### src/rtl/icache_dm.sv
// icache_dm: direct-mapped, read-only instruction cache.
// Hits are answered combinationally from register storage; misses refill one
// full line over an AXI INCR burst. fencei drops every line and poisons any
// refill already in flight so self-modified code is fetched again.
//
// state   | meaning
// --------+-----------------------------------------------------------------
// ST_IDLE | serving hits; a miss latches idx/tag and starts a refill
// ST_AR   | arvalid high with the line address, waiting for arready
// ST_R    | rready high, writing one word per rvalid beat until rlast
module icache_dm #(
  parameter int LINE_WORDS = 4,
  parameter int SETS       = 16
) (
  input  logic        clock,
  input  logic        reset,
  input  logic        fencei,
  input  logic [31:0] addr,
  output logic        hit,
  output logic [31:0] inst,
  output logic        arvalid,
  input  logic        arready,
  output logic [31:0] araddr,
  output logic [7:0]  arlen,
  output logic [2:0]  arsize,
  output logic [1:0]  arburst,
  input  logic        rvalid,
  output logic        rready,
  input  logic [31:0] rdata,
  input  logic [1:0]  rresp,
  input  logic        rlast
);

  localparam int OFF_W  = $clog2(LINE_WORDS * 4);
  localparam int IDX_W  = $clog2(SETS);
  localparam int TAG_W  = 32 - IDX_W - OFF_W;
  localparam int BEAT_W = OFF_W - 2;
  localparam logic [BEAT_W-1:0] LAST_BEAT = BEAT_W'(LINE_WORDS - 1);

  typedef enum logic [1:0] {
    ST_IDLE = 2'd0,
    ST_AR   = 2'd1,
    ST_R    = 2'd2
  } state_t;

  state_t            r_state;
  state_t            w_state_next;

  logic [SETS-1:0]   r_valid;
  logic [TAG_W-1:0]  r_tag_arr [SETS];
  logic [31:0]       r_data    [SETS][LINE_WORDS];

  logic [IDX_W-1:0]  r_miss_idx;
  logic [TAG_W-1:0]  r_miss_tag;
  logic [BEAT_W-1:0] r_beat;
  logic              r_discard;

  logic [BEAT_W-1:0] w_off;
  logic [IDX_W-1:0]  w_idx;
  logic [TAG_W-1:0]  w_tag;
  logic              w_miss;
  logic              w_beat;
  logic              w_last;

  assign w_off = addr[OFF_W-1:2];
  assign w_idx = addr[OFF_W+IDX_W-1:OFF_W];
  assign w_tag = addr[31:OFF_W+IDX_W];

  // Lookup is gated by IDLE so nothing reads as a hit while a line is in flight.
  assign hit  = (r_state == ST_IDLE) & r_valid[w_idx] & (r_tag_arr[w_idx] == w_tag);
  assign inst = r_data[w_idx][w_off];

  assign w_miss = (r_state == ST_IDLE) & ~hit;
  assign w_beat = (r_state == ST_R) & rvalid;
  assign w_last = w_beat & rlast;

  // The miss registers only change in IDLE, so araddr is stable through AR.
  assign araddr  = {r_miss_tag, r_miss_idx, {OFF_W{1'b0}}};
  assign arlen   = 8'(LINE_WORDS - 1);
  assign arsize  = 3'b010;
  assign arburst = 2'b01;

  // Next-state and AXI handshake outputs.
  always_comb begin
    w_state_next = r_state;
    arvalid      = 1'b0;
    rready       = 1'b0;
    case (r_state)
      ST_IDLE: begin
        if (w_miss) w_state_next = ST_AR;
      end
      ST_AR: begin
        arvalid = 1'b1;
        if (arready) w_state_next = ST_R;
      end
      ST_R: begin
        rready = 1'b1;
        if (w_last) w_state_next = ST_IDLE;
      end
      default: w_state_next = ST_IDLE;
    endcase
  end

  // FSM state register.
  always_ff @(posedge clock) begin
    if (reset) r_state <= ST_IDLE;
    else       r_state <= w_state_next;
  end

  // Miss bookkeeping, valid bits and the discard flag that poisons fenced refills.
  always_ff @(posedge clock) begin
    if (reset) begin
      r_valid    <= '0;
      r_discard  <= 1'b0;
      r_beat     <= '0;
      r_miss_idx <= '0;
      r_miss_tag <= '0;
    end else begin
      if (w_miss) begin
        r_miss_idx <= w_idx;
        r_miss_tag <= w_tag;
        r_beat     <= '0;
        r_discard  <= 1'b0;
      end else if (fencei && (r_state != ST_IDLE)) begin
        r_discard  <= 1'b1;
      end
      if (w_beat) r_beat <= r_beat + BEAT_W'(1);
      // A fence on the rlast beat wins, so that line also ends up invalid.
      if (fencei)      r_valid             <= '0;
      else if (w_last) r_valid[r_miss_idx] <= ~r_discard;
    end
  end

  // Line storage; not reset because the valid bits qualify every read.
  always_ff @(posedge clock) begin
    if (w_beat) begin
      r_data[r_miss_idx][r_beat] <= rdata;
      if (rlast) r_tag_arr[r_miss_idx] <= r_miss_tag;
    end
  end

  // The burst length is fixed, so rlast must arrive exactly on the final word.
  a_rlast_align: assert property (@(posedge clock) disable iff (reset)
    w_beat |-> (rlast == (r_beat == LAST_BEAT)));

  // Error responses are not acted upon; the data is kept but flagged here.
  a_rresp_okay: assert property (@(posedge clock) disable iff (reset)
    w_beat |-> (rresp == 2'b00))
    else $warning("icache_dm: nonzero rresp %0d on refill beat", rresp);

  // The fetch unit only issues word-aligned addresses.
  a_addr_aligned: assert property (@(posedge clock) disable iff (reset)
    addr[1:0] == 2'b00);

endmodule
### config.mk
export PLATFORM = sky130hd
export DESIGN_NAME = icache_dm
export DESIGN_NICKNAME = d
export VERILOG_FILES = /design/src/rtl/icache_dm.sv
export SDC_FILE = /design/constraint.sdc
export NUM_CORES = 2
export LEC_CHECK = 0
export CORE_ASPECT_RATIO = 0.5
export CORE_MARGIN = 2
export CORE_UTILIZATION = 45
export CTS_BUF_LIST = sky130_fd_sc_hd__clkbuf_16
export DETAILED_ROUTE_END_ITERATION = 12
export MAX_ROUTING_LAYER = met4
export REMOVE_ABC_BUFFERS = 1
export SYNTH_ARGS = -nofsm -noshare
export SYNTH_HDL_FRONTEND = slang
export SYNTH_SLANG_ARGS = --single-unit
export TNS_END_PERCENT = 100
### constraint.sdc
create_clock -name clock -period 5.2 [get_ports clock]
set_clock_uncertainty 0.1 [all_clocks]
set_input_delay 0.78 -clock clock [delete_from_list [all_inputs] [get_ports clock]]
set_output_delay 0.78 -clock clock [all_outputs]
set_load 0.01 [all_outputs]
# Yosys cells after proc, flatten, opt, wreduce, memory -nomap -nowiden
# Memories as Yosys holds them, arrays and structs flattened.
# Cells that the tools add are included.
totals:
  ff_bits: 49
  latch_bits: 0
  ram_bits: 2432
  rom_bits: 0
  input_bits: 72
  elab_cells: 62
  mem_count: 2
op_classes:
  add_sub_neg: 1
  multipliers: 0
  div_mod_pow: 0
  n_lt_le_gt_ge: 6
  n_eq_ne: 6
  shifts: 0
  muxes: 23
  bitwise_logic: 9
  n_reduce_logical: 9
mem_list:
  columns: ["name", "words", "width", "read_ports", "rd_ports_with_merged_regs", "write_ports", "line", "text"]
  rows:
  - ["r_data", 16, 128, 1, 0, 1, "51", "logic [31:0] r_data [SETS][LINE_WORDS];"]
  - ["r_tag_arr", 16, 24, 1, 0, 1, "50", "logic [TAG_W-1:0] r_tag_arr [SETS];"]
ops:
  columns: ["operator", "count"]
  rows:
  - ["$mux 128", 1]
  - ["$mux 32", 3]
  - ["$bmux 32 s2", 1]
  - ["$demux 32 s2", 1]
  - ["$eq 24x24->1", 1]
  - ["$bwmux 16", 1]
  - ["$lt 4x5->1 const B", 2]
  - ["$mux 2", 5]
  - ["$mux 1", 8]
  - ["$ge 3x3->1 const B", 2]
  - ["$ne 2x2->1 const B", 3]
  - ["$not 2->3", 2]
  - ["$pmux 2 s3", 1]
  - ["$and 1x1->1", 5]
  - ["$bmux 1 s4", 1]
  - ["$demux 1 s4", 1]
  - ["$ge 4x1->1 const B", 1]
  - ["$reduce_bool 2->1", 2]
  - ["$reduce_or 2->1", 2]
  - ["$logic_and 1x1->1", 3]
  - ["$lt 3x1->1 const B", 1]
  - ["$reduce_and 3->1", 1]
  - ["$add 2x1->2 const B", 1]
  - ["$eq 2x1->1 const B", 1]
  - ["3 further kinds", 4]

# Longest topological paths before layout
depth:
  word_depth: 8
  mapped_depth: 15

# Worst setup path after synthesis
# Ideal clock, no wire load.
synth_timing:
  path_type: "input to output"
  start: "input port addr[4]"
  end: "output port inst[20]"
  arrival_time_ps: 3427
  t_required_ps: 4320
  slack_ps: 893
  path_stages: 11
  n_path_buf: 7
  path_cell_list: "buf_6 > buf_6 > buf_6 > buf_6 > buf_2 > buf_2 > buf_2 > mux4_2 > mux4_2 > mux2i_1 > o21ai_0"
synth_via:
  elab_chain_len: 4
synth_lines:
  columns: ["item", "line", "text"]
  rows:
  - ["from (decl)", "18", "input logic [31:0] addr,"]
  - ["$mem_v2 16x128", null, null]
  - ["$bmux 32 s2", "71", "assign inst = r_data[w_idx][w_off];"]
  - ["$mux 32 (implied by the code) (2 in a row)", "71", null]
  - ["to (decl)", "20", "output logic [31:0] inst,"]
# Every way passes these cells. The select of a mux whose other input is x is not followed.

# Worst setup path in the final report
layout_timing:
  start: "input port addr[5]"
  end: "output port hit"
layout_via:
  elab_chain_len: 4
layout_lines:
  columns: ["item", "line", "text"]
  rows:
  - ["parallel branches: the longest is 3 deep, another holds $mem_v2 16x24", null, null]
  - ["$and 1x1->1 *", "70", "assign hit = (r_state == ST_IDLE) & r_valid[w_idx] & (r_tag_arr[w_idx] == w_tag);"]
  - ["to (decl)", "19", "output logic hit,"]
# Every way passes the cells marked *. The select of a mux whose other input is x is not followed.

==> flow_summary.json <==
{
  "vias_per_cell": 6.167,
  "fin_area_sq_um": 109400,
  "crit_fanout": 24,
  "gp_congestion": 0.7958,
  "power_frac_comb_pct": 5.6,
  "insertion_delay_ps": 860,
  "coreArea_sq_um": 211100,
  "cp.required_ps": 4320,
  "ctsHoldBuffers": 0,
  "area_growth_pct": 14.08,
  "fp.dieH_microns": 330.5,
  "setup_viol": 0,
  "ys.flop_type": "edfxtp_1",
  "p_sw_mw": 8.639,
  "crit_family": "buffers and inverters",
  "outcome": "completed",
  "async_flop_share_pct": 0,
  "arrival_ps": 4190,
  "ir_drop_v": 0.0002692,
  "routed_wl_microns": 251000,
  "post_cts_buffers": 0,
  "slew_viol_final": 0,
  "crit_path_start_kind": "input pin",
  "cap_viol_max_count": 0,
  "r2r_slack_ps": 1570,
  "remaining_drc_errors": 0,
  "ys_seq_area_share_pct": 77.16,
  "yosysTopAreaCellShare_pct": 76.13,
  "first_iter_violations": 6443,
  "yosysWarnings": 0,
  "clock_sinks": 2481,
  "utilization_pct": 51.83,
  "worstReg2RegEnd": "r_data[13][96]",
  "initial_core_util_pct": 45.43,
  "startpoint": "addr[5]",
  "rsz0062_at_grt": "no",
  "fmax_ghz": 0.1971,
  "root_buffer": "clkbuf_16",
  "path_clk_slew_ps": 70,
  "power.internal_mw": 31.81,
  "cp_cell_sequence": "buf_8, buf_12, mux2i_1, a22oi_1, a211oi_1, a2111oi_0, buf_4, nand4bb_1, or4_1, nor3_2, buf_4, clkdlybuf4s50_1",
  "placed_cell_area_sq_um": 102500,
  "crit_top_cell": "buf_4",
  "ant_nets": 0,
  "port_buffers": 130,
  "switching_share_pct": 21.36,
  "critPathCaptureType": "output pin",
  "dp_hpwl_microns": 139100,
  "synth_top_cell_by_area": "edfxtp_1",
  "gr-total-overflow": 0,
  "hold_viol_final": 0,
  "routedWlPerCell_microns": 33.57,
  "period_minus_slack_ps": 5075,
  "crit_end": "hit",
  "stdcell_count": 7478,
  "antenna_found_initial": 17,
  "dr_total_vias": 46115,
  "grt_pass1_wl_microns": 351000,
  "cp_num_cells": 12,
  "h-tree-depth": 4,
  "hp-class": "reg -> reg",
  "die_x_microns": 656.9,
  "crit_buf_inv": 5,
  "ioPinCount": 152,
  "grt_pass1_vias": 45931,
  "track_usage_pct": 23.73,
  "crit_path_top_delay_cell": "or4_1",
  "p_clk_share_pct": 39.5,
  "relSlewSlack_pct": 12.71,
  "placementRows": 119,
  "power_density_nw_per_um2": 369.6,
  "cts_tree": "done",
  "critPathMaxStageDelay_ps": 560,
  "worstSetupPathType": "in -> out",
  "cts_made_buffers": 224,
  "synth-seq-cells": 2481,
  "seqPwrFrac_pct": 54.9,
  "dpl.cell_count": 7069,
  "finish.net_count": 4528,
  "p_leak_nw": 33.97,
  "netlist_area_sq_um": 95920,
  "r2r_cells": 4,
  "synth_top_cells_by_area": "edfxtp_1, mux4_2, dfxtp_1",
  "grt_max_degree": 71,
  "clockBufferDepth": 4,
  "yosysUniqueCellTypes": 64,
  "fin_hold_ws_ps": 386.1,
  "p_total_mw": 40.45,
  "syn_area_per_cell_sq_um": 23.40,
  "synthCells": 4099,
  "synth-edff-count": 2432,
  "r2r_start": "r_miss_idx[2]",
  "tightest_slew_ps": 1309,
  "dieArea_sq_um": 217100,
  "fin_crit_sh_pct": 97.59,
  "drive_gt1_share_pct": 30.41,
  "dr.pass1.iters": 5
}
[cells in the mapped netlist (all sizes together) (4+ instances only)]
cell type  instances
edfxtp          2432
mux4             739
buf              174
nor2             130
nand2            100
mux2i             73
clkbuf            72
dfxtp             49
a21oi             48
o311ai            29
and3              27
o21ai             27
xnor2             20
or3               18
a22oi             17
nor2b             16
a211oi            13
nand3             13
xor2              12
mux2              10
a31oi              8
nor3               6
a221oi             5
inv                5
ha                 4
nand2b             4
nand4              4
[layout by cell type, fill, tap and decap left out, drive strengths merged, types with 4 or more instances in the layout]
cell type      count
edfxtp          2432
mux4             739
buf              266
clkbuf           226
nor2             130
clkinv           108
nand2            100
clkdlybuf4s50     92
mux2i             73
inv               50
dfxtp             49
a21oi             48
o311ai            29
and3              27
o21ai             27
xnor2             20
bufinv            19
or3               18
a22oi             17
conb              17
nor2b             16
nand3             13
a211oi            13
xor2              12
mux2              10
diode              8
a31oi              8
nor3               6
a221oi             5
nand4              4
nand2b             4
ha                 4
clkinvlp           4
[metal layers]
metal  up-vias  global-route usage [%]  part of all wire [%]
met5         -                       -                     0
met4         0                   4.559                   1.8
met3       313                   4.326                   9.0
met2      2124                   36.11                    47
met1     25422                   34.16                    42
li1      18256                       -                     -
[worst min path at each step]
stage,endpoint,start,slack [ps],depth (start not counted)
finish,r_valid[0],r_valid[0],390,2
CTS,r_valid[0],r_valid[0],380,2
global placement,r_valid[13],r_valid[13],360,2
floorplan,r_valid[10],r_valid[10],350,2
detailed placement,r_valid[0],r_valid[0],370,2
global route,r_valid[7],r_valid[7],400,2
[flip-flops by register name, summed over array words and instances (netlist names)]
register and count:
r_miss_idx 4, r_data 2048, r_tag_arr 384, r_discard 1, r_beat 2, r_state 2, r_valid 16, r_miss_tag 24
[worst reg2reg max path, delay by kind of cell (launching register included)]
family | cells | cell delay [ps]
AND/OR/NAND/NOR | 3 | 2220
flip-flops | 1 | 540
buffers and inverters | 1 | 440
[final cells by class]
type	instances	area, sq um
multi-input combinational	1381	21250
antenna	8	20.02
timing repair buffer	358	3654
inverter	6	23.77
clock inverter	175	1259
clock buffer	226	5655
fill	16241	101700
tap	2843	3557
sequential	2481	74010
[stage by stage]
stage | setup TNS, ps | setup slack (ps)
final | 0 | 125.4
after global routing | 0 | 2.930
after CTS | 0 | 62.59
after detailed placement | -60.69 | -46.82
after global placement | -126.1 | -101.3
after floorplan | -6462 | -442.9
[cell families (layout without fill, tap and decap cells)]
group,Yosys count,in the layout,synth area share (%)
AOI/OAI and AO/OA,169,169,1.209
other,2,25,0.007829
xor gates and xnor gates,32,32,0.2922
and+or+nand+nor,337,337,1.623
DFF,2481,2481,77.16
muxes,822,822,18.23
buffers and inverters,252,765,1.428
adders and majority gates,4,4,0.05218
[power groups by stage]
stage                     Sequential [mW]  Combinational (mW)  Clock, mW
after floorplan                      22.6               0.915          0
after global placement               22.6                2.22          0
after detailed placement             22.7                2.26          0
after CTS                            22.2                2.27       16.2
after global routing                 22.2                2.39       17.0
final                                22.2                2.26       16.0
[what timing repair did]
item,in CTS,in global routing
hold endpoints to repair,0,0
resized for setup,2,4
setup endpoints to repair,2,2
(Power assumes the default switching activity.)
==> edit (same flow settings) <==
`SETS`: 16 -> 8.
--- a/src/rtl/icache_dm.sv
+++ b/src/rtl/icache_dm.sv
@@ -11,5 +11,5 @@
 module icache_dm #(
   parameter int LINE_WORDS = 4,
-  parameter int SETS       = 16
+  parameter int SETS       = 8
 ) (
   input  logic        clock,
Formal check against the unedited RTL: not equivalent (a bounded check fails within 4 cycles, from zero or initial values and one cycle with reset high).
==> edit against the original RTL <==
Synthesized cell count shrank 49%. Power fell by 50%. Setup slack better by 0.23 ns. Global-route usage decreased by 2.5 points. Sequential cell count fell by 1216. Sequential share of layout area fell by 0.42 points. Synthesized area decreased by 49%. Routed wire length is 55% lower. Design area is 49% lower. Critical path type unchanged.
==> edit: results (changes against the original RTL) <==
NETLIST_TOP_CELLS_COUNT='sky130_fd_sc_hd__edfxtp_1, sky130_fd_sc_hd__mux4_2, sky130_fd_sc_hd__clkbuf_1'
GRT_MAX_DEGREE=114  # +61%
WORST_PATH_ARRIVAL_TIME_NS=3.96  # -0.23 ns
NUMBER_OF_ENABLE_FLIP_FLOP_CELLS_AFTER_SYNTHESIS=1224  # -50%
DETAIL_ROUTE.WIRELENGTH_UM=112000  # -55%
CP_MAX_FO=34  # +42%
DETAILEDPLACEMENTHPWL_UM=60500  # -57%
GLOBAL_ROUTE.USAGE.TOTAL_PCT=21.2  # -2.5 points
PLACE_WORST_SETUP_SLACK_NS=0.333  # +0.380 ns
MUXSHAREOFSYNTHAREA_PCT=18.3  # +0.029 points
FIRST_PASS_GRT_WIRE_LENGTH_UM=163000  # -54%
SWSHARE_PCT=21.1  # -0.22 points
SHARE_OF_FINAL_LAYOUT_STANDARD_CELLS_STRONGER_THAN_DRIVE_STRENGTH_1_PCT=28.5  # -1.9 points
SYNTH-COMPOUND-AREA-SHARE_PCT=1.36  # +0.15 points
PEAKVDDDROP_mV=0.280  # +4.0%
TRITONCTS.NUM_BUFFERS=108  # -52%
LAYOUT_TOP_REGISTERS='r_data x1024, r_tag_arr x200, r_miss_tag x25'
CTSRESIZECOUNT=0  # -2
TIMING.SLEW.HEADROOM_PCT=20.7  # +8.0 points
FINAL_NET_COUNT=2382  # -47%
SYNTH_AREA_PER_CELL_UM2=23.1  # -1.1%
INSERTION_DELAY_NS=0.71  # -0.15 ns
ROUTE.VIAS.TOTAL=22400  # -52%
RUN_STATUS='finished, final reports clean'
CTS_MAX_LEVEL=3  # -1
CRIT_SLOWEST_CELL='sky130_fd_sc_hd__nor4_1'
SYNTH.LIB_CELLS_USED.DISTINCT=43  # -33%
## edit: layout make-up
cell class              count  area, um2
clock buffers             110       2750
diodes                      1       2.50
inverters                   5       18.8
fillers                  8327      51500
clock inverters            88        693
well taps                1435       1800
flip-flops and latches   1265      37600
multi-input cells         709      10700
repair buffers            217       2320
## edit: per-stage QoR
stage	total power [mW]	area [um2]	utilization, %
finish	20.3	55900	52.0
global route	21.0	55900	52.0
CTS	20.5	55900	52.0
detailed placement	12.6	52500	48.8
global placement	12.6	52500	48.8
floorplan	12.0	48000	-
## edit: path summary, 6_finish.rpt
kind	from	to	slack (ns)	cells past startpoint
setup / recovery	addr[4]	hit	0.36	9
hold / removal	addr[6]	r_miss_idx[2]$_SDFFE_PP0P_	0.37	3
setup reg to reg	r_state[0]$_SDFFE_PP0P_	r_data[1][96]$_DFFE_PP_	1.58	5
hold reg to reg	r_valid[6]$_SDFFE_PP0P_	r_valid[6]$_SDFFE_PP0P_	0.38	2
## edit: metal layers
| layer | wire length (um) | GRT usage [%] | vias up |
|---|---|---|---|
| li1 | - | - | 9340 |
| met1 | 49900 | 30.4 | 12200 |
| met2 | 53800 | 32.2 | 649 |
| met3 | 6510 | 3.51 | 151 |
| met4 | 2020 | 4.90 | 0 |
| met5 | 0 | - | - |
## edit: power by group through the flow
stage	logic (mW)	registers [mW]	clock network (mW)
6_report	1.09	11.3	7.95
2_1_floorplan	0.467	11.5	0
4_1_cts	1.11	11.3	8.11
3_3_place_gp	1.10	11.5	0
5_1_grt	1.17	11.3	8.53
3_5_place_dp	1.11	11.5	0
## edit: tightest hold or removal path: stages
cell and delay [ns]:
sky130_fd_sc_hd__buf_6 0.17, sky130_fd_sc_hd__nand3_1 0.10, sky130_fd_sc_hd__a21oi_1 0.06
